[src/rtl/fetch_pkg.sv]
// Shared defaults and types for the instruction-fetch front end.
package fetch_pkg;

  localparam int unsigned DEF_ADDR_W  = 16;
  localparam int unsigned DEF_INSTR_W = 16;
  localparam int unsigned DEF_DEPTH   = 4;

  // One prefetched instruction together with the PC it was fetched from.
  typedef struct packed {
    logic [DEF_ADDR_W-1:0]  pc;
    logic [DEF_INSTR_W-1:0] instr;
  } fetch_entry_t;

  // Occupancy counters must represent 0..depth inclusive.
  function automatic int unsigned count_w(input int unsigned depth);
    return $clog2(depth) + 1;
  endfunction

endpackage

[src/rtl/fetch_queue.sv]
// Synchronous FIFO holding prefetched {pc, instr} entries.
// Clear outranks push; a pop on an empty queue is ignored.
module fetch_queue
  import fetch_pkg::*;
#(
  parameter int unsigned WIDTH = DEF_ADDR_W + DEF_INSTR_W,
  parameter int unsigned DEPTH = DEF_DEPTH,
  localparam int unsigned PTR_W = $clog2(DEPTH),
  localparam int unsigned CNT_W = count_w(DEPTH)
) (
  input  logic             clk,
  input  logic             reset,
  input  logic             clear,
  input  logic             push,
  input  logic [WIDTH-1:0] push_data,
  input  logic             pop,
  output logic [WIDTH-1:0] head_data,
  output logic [CNT_W-1:0] count
);

  logic [WIDTH-1:0] mem_q [DEPTH];
  logic [PTR_W-1:0] rd_ptr_q, rd_ptr_d;
  logic [PTR_W-1:0] wr_ptr_q, wr_ptr_d;
  logic [CNT_W-1:0] count_q, count_d;
  logic             do_pop;

  // Pointer and occupancy next-state; clear wins over push and pop.
  always_comb begin
    // NOTE: every output of this block gets a default first, so no path can infer a latch.
    rd_ptr_d = rd_ptr_q;
    wr_ptr_d = wr_ptr_q;
    count_d  = count_q;
    do_pop   = pop && (count_q != '0);
    if (clear) begin
      rd_ptr_d = '0;
      wr_ptr_d = '0;
      count_d  = '0;
    end else begin
      if (push)   wr_ptr_d = wr_ptr_q + PTR_W'(1);
      if (do_pop) rd_ptr_d = rd_ptr_q + PTR_W'(1);
      case ({push, do_pop})
        2'b10:   count_d = count_q + CNT_W'(1);
        2'b01:   count_d = count_q - CNT_W'(1);
        default: count_d = count_q;
      endcase
    end
  end

  // Control state register.
  always_ff @(posedge clk) begin
    // NOTE: sequential state uses non-blocking assignments so every register samples pre-edge values.
    if (reset) begin
      rd_ptr_q <= '0;
      wr_ptr_q <= '0;
      count_q  <= '0;
    end else begin
      rd_ptr_q <= rd_ptr_d;
      wr_ptr_q <= wr_ptr_d;
      count_q  <= count_d;
    end
  end

  // Entry storage write port.
  always_ff @(posedge clk) begin
    // NOTE: storage is not reset; count gates validity, so stale contents are never observed.
    if (push && !clear) mem_q[wr_ptr_q] <= push_data;
  end

  assign head_data = mem_q[rd_ptr_q];
  assign count     = count_q;

endmodule

[src/rtl/fetch_unit.sv]
// Instruction-fetch front end: owns the PC, issues one read per cycle to a
// 1-cycle synchronous instruction memory, buffers {pc, instr} in a prefetch
// queue and presents the head to decode over valid/ready. A redirect reloads
// the PC and squashes everything queued or in flight.
module fetch_unit
  import fetch_pkg::*;
#(
  parameter int unsigned       ADDR_W   = DEF_ADDR_W,
  parameter int unsigned       INSTR_W  = DEF_INSTR_W,
  parameter int unsigned       DEPTH    = DEF_DEPTH,
  parameter logic [ADDR_W-1:0] RESET_PC = '0
) (
  input  logic                       clk,
  input  logic                       reset,
  output logic                       imem_req,
  output logic [ADDR_W-1:0]          imem_addr,
  input  logic [INSTR_W-1:0]         imem_data,
  input  logic                       redirect,
  input  logic [ADDR_W-1:0]          redirect_pc,
  output logic                       dec_valid,
  input  logic                       dec_ready,
  output logic [INSTR_W-1:0]         dec_instr,
  output logic [ADDR_W-1:0]          dec_pc,
  output logic [$clog2(DEPTH):0]     q_count
);

  localparam int unsigned CNT_W = count_w(DEPTH);
  localparam int unsigned ENT_W = ADDR_W + INSTR_W;
  localparam logic [CNT_W:0] DEPTH_OCC = DEPTH[CNT_W:0];

  logic [ADDR_W-1:0] pc_q, pc_d;
  logic [ADDR_W-1:0] inflight_pc_q, inflight_pc_d;
  logic              inflight_q, inflight_d;
  logic              issue;
  logic              push;
  logic              pop;
  logic              clear;
  logic [CNT_W-1:0]  count;
  logic [CNT_W:0]    occupancy;
  logic [ENT_W-1:0]  push_data;
  logic [ENT_W-1:0]  head_data;

  // Issue only when the queue can absorb every outstanding fetch; the
  // same-cycle pop is ignored on purpose so overflow cannot happen.
  always_comb begin
    occupancy = {1'b0, count} + {{CNT_W{1'b0}}, inflight_q};
    issue     = !reset && !redirect && (occupancy < DEPTH_OCC);
  end

  // PC and in-flight tracking next-state; redirect takes precedence.
  always_comb begin
    pc_d          = pc_q;
    inflight_d    = issue;
    inflight_pc_d = inflight_pc_q;
    if (redirect) begin
      pc_d = redirect_pc;
    end else if (issue) begin
      pc_d          = pc_q + ADDR_W'(1);
      inflight_pc_d = pc_q;
    end
  end

  // PC and in-flight registers.
  always_ff @(posedge clk) begin
    if (reset) begin
      pc_q          <= RESET_PC;
      inflight_q    <= 1'b0;
      inflight_pc_q <= '0;
    end else begin
      pc_q          <= pc_d;
      inflight_q    <= inflight_d;
      inflight_pc_q <= inflight_pc_d;
    end
  end

  // A returning response is dropped when a redirect squashes it.
  assign push      = inflight_q && !redirect;
  assign clear     = reset || redirect;
  assign pop       = dec_valid && dec_ready;
  assign push_data = {inflight_pc_q, imem_data};

  fetch_queue #(
    .WIDTH (ENT_W),
    .DEPTH (DEPTH)
  ) u_queue (
    .clk       (clk),
    .reset     (reset),
    .clear     (clear),
    .push      (push),
    .push_data (push_data),
    .pop       (pop),
    .head_data (head_data),
    .count     (count)
  );

  assign imem_req  = issue;
  assign imem_addr = pc_q;
  assign dec_valid = (count != '0);
  assign dec_pc    = head_data[ENT_W-1:INSTR_W];
  assign dec_instr = head_data[INSTR_W-1:0];
  assign q_count   = count;

endmodule

[config.mk]
export PLATFORM = sky130hd
export DESIGN_NAME = fetch_unit
export DESIGN_NICKNAME = d
export VERILOG_FILES = /design/src/rtl/fetch_pkg.sv /design/src/rtl/fetch_queue.sv /design/src/rtl/fetch_unit.sv
export SDC_FILE = /design/constraint.sdc
export NUM_CORES = 1
export LEC_CHECK = 0
export BUFFER_PORTS_ARGS = -buffer_cell sky130_fd_sc_hd__buf_4
export CELL_PAD_IN_SITES_DETAIL_PLACEMENT = 1
export CELL_PAD_IN_SITES_GLOBAL_PLACEMENT = 2
export CORE_MARGIN = 2
export CORE_UTILIZATION = 37
export CTS_CLUSTER_SIZE = 14
export DETAILED_ROUTE_END_ITERATION = 8
export GPL_ROUTABILITY_DRIVEN = 1
export PLACE_DENSITY_LB_ADDON = 0.1
export SLEW_MARGIN = 10
export SYNTH_ARGS = -nofsm -noshare
export SYNTH_HDL_FRONTEND = slang
export SYNTH_HIERARCHICAL = 1
export SYNTH_SLANG_ARGS = --single-unit
[constraint.sdc]
create_clock -name clk -period 2.4 [get_ports clk]
set_clock_uncertainty 0.15 [all_clocks]
set_input_delay 0.24 -clock clk [delete_from_list [all_inputs] [get_ports clk]]
set_output_delay 0.24 -clock clk [all_outputs]
set_load 0.02 [all_outputs]
==> run metrics, run 1 <==
outcome=finished clean; synthesis warning total=6; Mapped Area=between 6000 and 7000 µm²; Post-synth EDFFs=roughly 130; final net count=~580; H-tree levels=4; TritonCTS buffer count=17; starting DRC count in detailed routing=between 100 and 150; Final Hold Vio Count=0; RSZ-0062 raised after global routing=no; Arrival @ worst endpoint=2470 ps; Crit path largest cell delay=about 380 ps; total number of vias=about 3800; layout cell share with drive strength beyond 1=about a third; P_leak=0.003049 µW; Rows=48; vias in the first global route=4044; Core ar.=between 15000 and 20000 µm²; port bufs=88; DRT Wirelength=between 10000 and 15000 µm; largest net degree at the start of global routing=34; CTS sink count=170; clock latency on the worst-skew pair=approximately 430 ps; Post-Syn Nets=between 400 and 500; clk slew on worst S/H paths=around 70 ps; global-route wire length before repair=between 20000 and 25000 µm; pwr/cell area=~740 nW/µm²; commonest cells after routing, fill and taps aside=edfxtp_1, buf_4, dfxtp_1; DR DRC count=0; clk buf depth=2; reg2reg start=u_queue/count[1]; hold path startpoint=redirect; Worst Hold End=u_queue/wr_ptr_q[1]; die area=19020 µm²; Avg Cell Area, Syn=16.43 µm²; Startpoint Class=register; crit path kind=reg2reg; r2r endpoint=u_queue/count[2]; HP Class=in2reg; fillers=between 1500 and 2000; Worst-Margin Slew=roughly 550 ps; area grow syn2layout=28.83%; Antenna Violating Nets Remaining=0; crit path cell chain=or3_4, and2_1, o31a_1, ha_2, inv_1, fa_1, xor2_1, or3_1, a21oi_1; Seq/Total Area, Yosys=between 70% and 80%; die height=137.9 µm; post-synthesis async set-or-reset flop share=0%; Period minus WS final=2255 ps; Die Wd=approximately 140 µm; hold depth=4; Tcrit/Tclk final=between 90 and 100%; TritonRoute pass-1 iters=5; pre-CTS WS=roughly 80 ps; Initial Util=a little under two fifths; gr ovfl total=0; Slowest-stage cell, CP=dfxtp_4; Slew Limit Headroom=a little under two thirds; maxcap violations=0; routed len/inst=~18 µm; HPWL after DPL=8405 µm; number of unique standard cell types used by synthesis=48; Worst R2R Path Depth=9; #FFs+latches synth=170; Max Fclk=0.4435 GHz; TritonCTS clock tree=yes; vias per cell=4.954; Ports=a little under 90; final setup fails=0; Antenna Cells=0; Storage cell area=between 4000 and 5000 µm²; maximum vdd ir drop=about 0.47 mV; area of the multi-input gates=~1700 µm²; setup TNS=0 ps; most used flip-flop cell after synthesis=edfxtp_1; antenna violations before repair=0; Clock Tree Root=clkbuf_16; r2r setup slk=between 100 and 150 ps; GRT Total Usage=between 10% and 20%; Final Wtd Congestion=0.7557; Syn Inst Count=404; Crit Path Max Fanout=6; CP Capture Type=register; critical path required time=2610 ps; final worst slack=145.1 ps; most common cell after layout, fill and taps aside=edfxtp_1; Max Slew Vio Count=0
==> what timing repair did <==
| action | in CTS | in global routing |
|---|---|---|
| hold buffers | 32 | 0 |
| buffers inserted | 0 | 3 |
| resized for setup | 0 | 3 |
| endpoints found under the hold margin | 80 | 0 |
| endpoints found under the setup margin | 0 | 1 |
==> flip-flops by register name, indices dropped and copies added (netlist names), named ones only <==
signal and cells:
imem_addr 16, u_queue/rd_ptr_q 2, u_queue/wr_ptr_q 2, u_queue/count 3
inflight_q 1, inflight_pc_q 16, u_queue/mem_q 128
==> worst max-delay path: cells and delay by family, from the launching register on <==
family | cells | cell delay (ps)
xor+xnor | 1 | 160
compound gates | 2 | 310
flops | 1 | 380
fa+ha+maj | 2 | 570
buf+inv | 1 | 60
simple gates | 3 | 570
==> layout make-up <==
class	instances	share of cell area, %
Inverter	12	0.5415
Timing Repair Buffer	136	13.76
Tap cell	225	3.293
Clock buffer	17	4.976
Sequential cell	170	54.90
Multi-Input combinational cell	201	20.30
Clock inverter	15	2.239
==> kinds of logic after synthesis <==
family | share of synthesized area (%)
buffers and inverters | 3.450
AOI/OAI and AO/OA | 5.354
muxes | 11.29
DFF | 70.59
xor gates and xnor gates | 1.188
and+or+nand+nor | 6.693
adders and majority gates | 1.433
==> synth_stat cells (2+ instances only) <==
master | instances | share of area (%)
edfxtp_1 | 128 | 58
dfxtp_1 | 42 | 13
nand2_1 | 37 | 2.1
a21oi_1 | 33 | 2.5
mux4_2 | 30 | 10
nor2_1 | 18 | 1.0
inv_1 | 11 | 0.62
and2_1 | 7 | 0.66
clkbuf_1 | 7 | 0.40
nand3_1 | 7 | 0.53
xor2_1 | 7 | 0.92
ha_1 | 6 | 1.1
buf_2 | 5 | 0.38
buf_6 | 5 | 0.85
nor3_1 | 4 | 0.30
o22ai_1 | 4 | 0.38
buf_12 | 3 | 0.91
nand4_1 | 3 | 0.28
nor3b_1 | 3 | 0.34
o21ai_0 | 3 | 0.23
o21ai_1 | 3 | 0.23
a221oi_1 | 2 | 0.26
a22oi_1 | 2 | 0.23
a31oi_1 | 2 | 0.19
a32oi_1 | 2 | 0.26
and3_1 | 2 | 0.19
mux4_1 | 2 | 0.79
nor2b_1 | 2 | 0.19
nor4_1 | 2 | 0.19
o311ai_0 | 2 | 0.26
or3_1 | 2 | 0.19
xnor2_1 | 2 | 0.26
==> layer usage <==
metal  GRT usage (%)  part of all wire (%)  vias to the layer above
li1                -                     -                     1825
met1           20.60                    47                     1916
met2           24.28                    47                       88
met3           3.143                   3.9                       15
met4           6.803                   1.6                        0
met5               0                     0                        -
==> metrics by stage <==
step	power (µW)	std cells	hold slack [ps]	cell area, µm²	utilization (%)
floorplan	3394	404	188.9	6644	-
global placement	3515	709	290.1	7582	43.53
detailed placement	3521	709	292.9	7582	43.53
CTS	6385	773	54.19	8519	48.92
global route	6508	776	122.0	8549	49.09
finish	6304	776	65.17	8549	49.09
==> how the worst max path moves through the flow <==
stage / start / to / cells after the start
floorplan: u_queue/count[2] / u_queue/count[2] / 9
global placement: u_queue/count[0] / u_queue/count[2] / 9
global route: u_queue/count[1] / u_queue/count[2] / 9
detailed placement: u_queue/count[0] / u_queue/count[2] / 9
CTS: u_queue/count[0] / u_queue/count[2] / 9
finish: u_queue/count[1] / u_queue/count[2] / 9
==> power breakdown <==
part / internal, µW / switching (µW) / leakage (µW)
Combinational: 143 / 136 / 0.00115
Sequential: 3170 / 41.3 / 0.00161
Clock: 1660 / 1150 / 0.000296
Note: power is estimated with default switching activity, not from simulation.
==> run 2: changes to the inputs <==
--- a/config.mk
+++ b/config.mk
@@ -9,12 +9,13 @@
 export CELL_PAD_IN_SITES_DETAIL_PLACEMENT = 1
 export CELL_PAD_IN_SITES_GLOBAL_PLACEMENT = 2
 export CORE_MARGIN = 2
-export CORE_UTILIZATION = 37
-export CTS_CLUSTER_SIZE = 14
+export CORE_UTILIZATION = 39
+export CTS_BUF_LIST = sky130_fd_sc_hd__clkbuf_2 sky130_fd_sc_hd__clkbuf_4 sky130_fd_sc_hd__clkbuf_8
+export CTS_CLUSTER_SIZE = 25
 export DETAILED_ROUTE_END_ITERATION = 8
 export GPL_ROUTABILITY_DRIVEN = 1
 export PLACE_DENSITY_LB_ADDON = 0.1
-export SLEW_MARGIN = 10
+export SLEW_MARGIN = 20
 export SYNTH_ARGS = -nofsm -noshare
 export SYNTH_HDL_FRONTEND = slang
 export SYNTH_HIERARCHICAL = 1
==> run metrics, run 2 (synthesized netlist as in run 1, its figures left out) <==
TritonCTS clock tree=yes; TritonRoute pass-1 iters=4 (-1); HPWL after DPL=8426 µm (+0.25%); outcome=finished clean; most common cell after layout, fill and taps aside=edfxtp_1; Flop pwr share=58.8% (+7.8 points); largest register by flop count=u_queue/mem_q; layout cell share with drive strength beyond 1=33.03% (unchanged); die area=18080 µm² (-5.0%); final net count=581 (unchanged); post-route cell area=8315 µm² (-2.7%); clock latency on the worst-skew pair=460 ps (+30 ps); Initial Util=40.02% (+1.9 points); clk buf depth=2 (unchanged); HP Class=in2reg; Switching Share=22.20% (+1.1 points); clk slew on worst S/H paths=90 ps (+20 ps); combinational share of power=5.1% (+0.7 points); Area after DPL=7576 µm² (about the same); Ports=89 (unchanged); pre-CTS WS=60.38 ps (-19.86 ps); final worst slack=111.4 ps (-33.67 ps); largest net degree at the start of global routing=34 (unchanged); DR DRC count=0 (unchanged); starting DRC count in detailed routing=138 (-7.4%); crit path kind=reg2reg; GRT Total Usage=15.98% (+0.61 points); Slew Limit Headroom=65.44% (+2.1 points); die height=134.4 µm (-2.5%); vias in the first global route=4085 (+1.0%); commonest cells after routing, fill and taps aside=edfxtp_1, buf_4, dfxtp_1; Period minus WS final=2289 ps (+33.67 ps); Core ar.=16580 µm² (-4.8%); global-route wire length before repair=21800 µm (+1.6%); Slowest-stage cell, CP=dfxtp_4; pwr/cell area=656.9 nW/µm² (-11%); hold depth=4 (unchanged); r2r endpoint=u_queue/count[2]; area grow syn2layout=25.30%; crit path cell chain=or3_4, and2_1, o31a_1, ha_2, inv_1, fa_1, xor2_1, or3_1, a21oi_2; port bufs=88 (unchanged); r2r setup slk=110 ps (-30 ps); Crit path largest cell delay=390 ps (about the same); fillers=1634 (-4.3%); DRT Wirelength=13680 µm (about the same); Die Wd=134.4 µm (-2.5%); Antenna Violating Nets Remaining=0 (unchanged); TritonCTS buffer count=17 (unchanged); Max Slew Vio Count=0 (unchanged); Net Sw Power=1213 µW (-8.7%); Max Fclk=0.4370 GHz (-1.5%); clock network fraction of total power=36.1% (-8.5 points); CP Capture Type=register; hold path startpoint=redirect; vias per cell=4.968 (+0.28%); Antenna Cells=0 (unchanged); antenna violations before repair=0 (unchanged); CTS sink count=170 (unchanged); Arrival @ worst endpoint=2530 ps (+60 ps); Int Power=4250 µW (-15%); Final Wtd Congestion=0.7323 (-3.1%); Crit Path Max Fanout=7 (+1); maximum vdd ir drop=0.3280 mV (-31%); H-tree levels=4 (unchanged); Final Hold Vio Count=0 (unchanged); Worst-Margin Slew=516.6 ps (-30.65 ps); Worst Hold End=u_queue/wr_ptr_q[1]; Worst R2R Path Depth=9 (unchanged); total number of vias=3830 (-0.36%); routed len/inst=17.75 µm (+0.74%); Startpoint Class=register; Layout Utilization=50.14% (+1.1 points); Rows=47 (-2.1%); reg2reg start=u_queue/count[0]; final setup fails=0 (unchanged); critical path required time=2640 ps (+30 ps); Clock Tree Root=clkbuf_8; P_leak=0.002936 µW (-3.7%); maxcap violations=0 (unchanged); number of flip-flops in the largest register=128 (unchanged); gr ovfl total=0 (unchanged); Tcrit/Tclk final=95.36% (+1.4 points)
[run 2: power groups by stage]
| stage | Clock [µW] | Combinational (µW) | Sequential (µW) |
|---|---|---|---|
| floorplan | 0 | 104 | 3290 |
| global placement | 0 | 231 | 3280 |
| detailed placement | 0 | 238 | 3280 |
| CTS | 2050 | 280 | 3210 |
| global route | 2140 | 303 | 3220 |
| finish | 1970 | 277 | 3210 |
[run 2: worst max path at each step]
stage / startpoint / to / slack [ps] / cells past startpoint
2_1_floorplan: u_queue/count[2] / u_queue/count[2] / 6 / 9
3_3_place_gp: u_queue/count[0] / u_queue/count[2] / 180 / 9
3_5_place_dp: u_queue/count[0] / u_queue/count[2] / 60 / 9
4_1_cts: u_queue/count[0] / u_queue/count[2] / 40 / 9
5_1_grt: u_queue/count[0] / u_queue/count[2] / -40 / 9
6_report: u_queue/count[0] / u_queue/count[2] / 110 / 9
[run 2: cell type report]
| type | count | area (µm²) | share of cell area (%) |
|---|---|---|---|
| clock buffer | 18 | 241.5 | 2.904 |
| inverter | 12 | 46.29 | 0.5567 |
| clock inverter | 14 | 143.9 | 1.730 |
| tap | 220 | 275.3 | 3.310 |
| multi-input combinational | 201 | 1739 | 20.91 |
| timing repair buffer | 136 | 1176 | 14.14 |
| sequential | 170 | 4693 | 56.44 |
[run 2: timing repair]
item / CTS / global route
buffers inserted: 0 / 3
hold buffers: 32 / 0
setup endpoints to repair: 0 / 1
resized for setup: 0 / 4
endpoints found under the hold margin: 80 / 0
[run 2: critical path: cells and delay by family (launching register included)]
family	cells	cell delay [ps]
compound gates	2	300
xor+xnor	1	160
fa+ha+maj	2	570
buf+inv	1	50
flops	1	390
simple gates	3	600
[run 2: per-layer routing]
metal	global-route usage [%]	vias up	wire [µm]
met3	3.628	17	516
met5	0	-	0
met1	21.02	1896	6375
met4	5.965	0	209
li1	-	1820	-
met2	26.05	97	6583
[run 2: per-stage QoR]
| stage | TNS (ps) | hold WS, ps | total power (µW) | std cells |
|---|---|---|---|---|
| 3_5_place_dp | 0 | 294.7 | 3520 | 704 |
| 3_3_place_gp | 0 | 291.1 | 3512 | 704 |
| 5_1_grt | -36.14 | 66.25 | 5661 | 771 |
| 4_1_cts | 0 | 7.606 | 5541 | 768 |
| 2_1_floorplan | 0 | 188.9 | 3394 | 404 |
| 6_report | 0 | 39.86 | 5462 | 771 |
==> run 3: changes to the inputs <==
--- a/config.mk
+++ b/config.mk
@@ -18,5 +18,4 @@
 export SLEW_MARGIN = 20
 export SYNTH_ARGS = -nofsm -noshare
 export SYNTH_HDL_FRONTEND = slang
-export SYNTH_HIERARCHICAL = 1
 export SYNTH_SLANG_ARGS = --single-unit
==> run metrics, run 3 <==
outcome=finished clean; largest register by flop count=u_queue.mem_q; Slew Limit Headroom=66.25% (+0.82 points); area grow syn2layout=26.54%; TritonCTS clock tree=yes; GRT Total Usage=16.52% (+0.55 points); vias per cell=4.981 (+0.26%); Die Wd=134.3 µm (-0.10%); Power Total=5429 µW (-0.62%); gr ovfl total=0 (unchanged); Int Power=4182 µW (-1.6%); Worst-Margin Slew=506.2 ps (-10.35 ps); Cells after DPL=711 (+0.99%); Antenna Violating Nets Remaining=0 (unchanged); post-route cell area=8381 µm² (+0.78%); Antenna Cells=0 (unchanged); most used flip-flop cell after synthesis=edfxtp_1; clk slew on worst S/H paths=90 ps (about the same); Final Hold Vio Count=0 (unchanged); Flop pwr share=59.7% (+0.9 points); crit path kind=reg2out; Mapped Area=6623 µm² (-0.21%); Post-Syn Nets=450 (+0.67%); Crit Path Max Fanout=32 (+25); Startpoint Class=register; Avg Cell Area, Syn=16.27 µm² (-0.94%); Area after DPL=7656 µm² (+1.1%); Core ar.=16580 µm² (unchanged); maximum vdd ir drop=0.3253 mV (-0.83%); Arrival @ worst endpoint=1840 ps (-690 ps); maxcap violations=0 (unchanged); synthesis warning total=0 (-6); CP Capture Type=primary output; layout cell share with drive strength beyond 1=32.80% (-0.24 points); top-area cell type share of the netlist area=58.04% (+0.12 points); critical path required time=2010 ps (-630 ps); Tcrit/Tclk final=92.95% (-2.4 points); combinational share of power=6.5% (+1.4 points); clock network fraction of total power=33.9% (-2.2 points); Net Sw Power=1246 µW (+2.8%); P_leak=0.002904 µW (-1.1%); port bufs=88 (unchanged); Max Slew Vio Count=0 (unchanged); Buf/Inv on CP=2 (+1); Final Wtd Congestion=0.7637 (+4.3%); DRT Wirelength=13850 µm (+1.2%); pwr/cell area=647.8 nW/µm² (-1.4%); die area=18040 µm² (-0.20%); #FFs+latches synth=170 (unchanged); clk buf depth=2 (unchanged); hold path startpoint=redirect; most common cell after layout, fill and taps aside=edfxtp_1; Ports=89 (unchanged); HP Class=in2reg; Initial Util=39.94% (-0.083 points); H-tree levels=4 (unchanged); Crit path largest cell delay=570 ps (+180 ps); setup TNS=0 ps (unchanged); Switching Share=22.96% (+0.76 points); CTS sink count=170 (unchanged); reg2reg start=u_queue.count[0]; setup bufs post-CTS=0 (unchanged); Synth area leaders=edfxtp_1, dfxtp_1, mux4_2; clock latency on the worst-skew pair=450 ps (about the same); die height=134.3 µm (-0.10%); crit path cell chain=buf_12, mux4_2, buf_4; delay-heaviest family, CP=multiplexers; TritonRoute pass-1 iters=4 (unchanged); commonest cells after routing, fill and taps aside=edfxtp_1, buf_4, nand2_1; post-synthesis async set-or-reset flop share=0% (unchanged); final worst slack=169.2 ps (+57.81 ps); Post-synth EDFFs=128 (unchanged); vias in the first global route=4242 (+3.8%); pre-CTS WS=206.8 ps (+146.4 ps); Clock Tree Root=clkbuf_8; Rows=47 (unchanged); most frequent cell after synthesis=edfxtp_1; final setup fails=0 (unchanged); Period minus WS final=2231 ps (-57.81 ps); Syn Inst Count=407 (+0.74%); number of unique standard cell types used by synthesis=45 (-6.3%); most instantiated cells after synthesis=edfxtp_1, nand2_1, dfxtp_1, mux4_2; global-route wire length before repair=22560 µm (+3.5%); Synth area leader=edfxtp_1; Layout Cells excl Fill=778 (+0.91%); HPWL after DPL=8858 µm (+5.1%); Slowest-stage cell, CP=mux4_2; starting DRC count in detailed routing=191 (+38%); RSZ-0062 raised after global routing=no; Max Fclk=0.4483 GHz (+2.6%); largest net degree at the start of global routing=37 (+8.8%); TritonCTS buffer count=17 (unchanged); total number of vias=3875 (+1.2%); antenna violations before repair=0 (unchanged); DR DRC count=0 (unchanged); final net count=588 (+1.2%); Seq/Total Area, Yosys=70.73% (+0.15 points); number of flip-flops in the largest register=128 (unchanged); routed len/inst=17.80 µm (+0.31%)
[run 3: changes by cell type in the layout (fill, tap and decap cells not counted), moves of 7 or more]
cell	delta
a21oi_1	-12
a211oi_1	+7
xnor2_1	+8
nand2_1	+12
[run 3: cell type report]
cell class              instances  area (µm²)
fillers                      1633        8203
flip-flops and latches        170        4691
multi-input cells             205        1808
repair buffers                141        1209
well taps                     220       275.3
clock buffers                  17       234.0
clock inverters                15       126.4
inverters                      10       37.54
[run 3: metrics by stage]
step	util (%)	hold slack (ps)
after floorplan	-	188.9
after global placement	46.17	289.7
after detailed placement	46.17	293.9
after CTS	50.51	1.390
after global routing	50.54	34.46
final	50.54	26.51
[run 3: power by group through the flow]
stage | registers [µW] | clock network, µW | logic (µW)
2_1_floorplan | 3320 | 0 | 132
3_3_place_gp | 3300 | 0 | 305
3_5_place_dp | 3310 | 0 | 312
4_1_cts | 3240 | 1900 | 358
5_1_grt | 3250 | 2010 | 387
6_report | 3240 | 1840 | 352
[run 3: worst paths after layout]
check / depth (start not counted) / to / slack, ps
max reg2reg: 7 / u_queue.count[2] / 260
max: 3 / dec_pc[9] / 170
min: 3 / imem_addr[15] / 30
min reg2reg: 2 / inflight_pc_q[12] / 350
[run 3: timing repair]
action | in CTS | in global routing
gates resized for setup | 1 | 4
hold endpoints to repair | 80 | 0
hold buffers | 35 | 0
endpoints found under the setup margin | 1 | 1
[run 3: cell families (layout without fill, tap and decap cells)]
logic type | Yosys count | count (layout) | share of synthesized area (%)
flops | 170 | 170 | 70.74
fa+ha+maj | 7 | 7 | 1.436
compound gates | 40 | 40 | 3.986
xor+xnor | 15 | 15 | 1.984
buf+inv | 32 | 183 | 2.172
simple gates | 107 | 107 | 8.199
mux | 36 | 36 | 11.49
[run 3: per-layer routing]
metal	part of all wire, %	GRT usage (%)	vias to the layer above
met5	0	0	-
met4	0.90	5.146	0
met3	4.1	4.384	11
met2	49	27.13	91
met1	46	21.58	1937
li1	-	-	1836
[run 3: worst min-delay path, stage by stage]
cell and delay (ps):
buf_4 180, a32oi_1 120, nand2_1 60
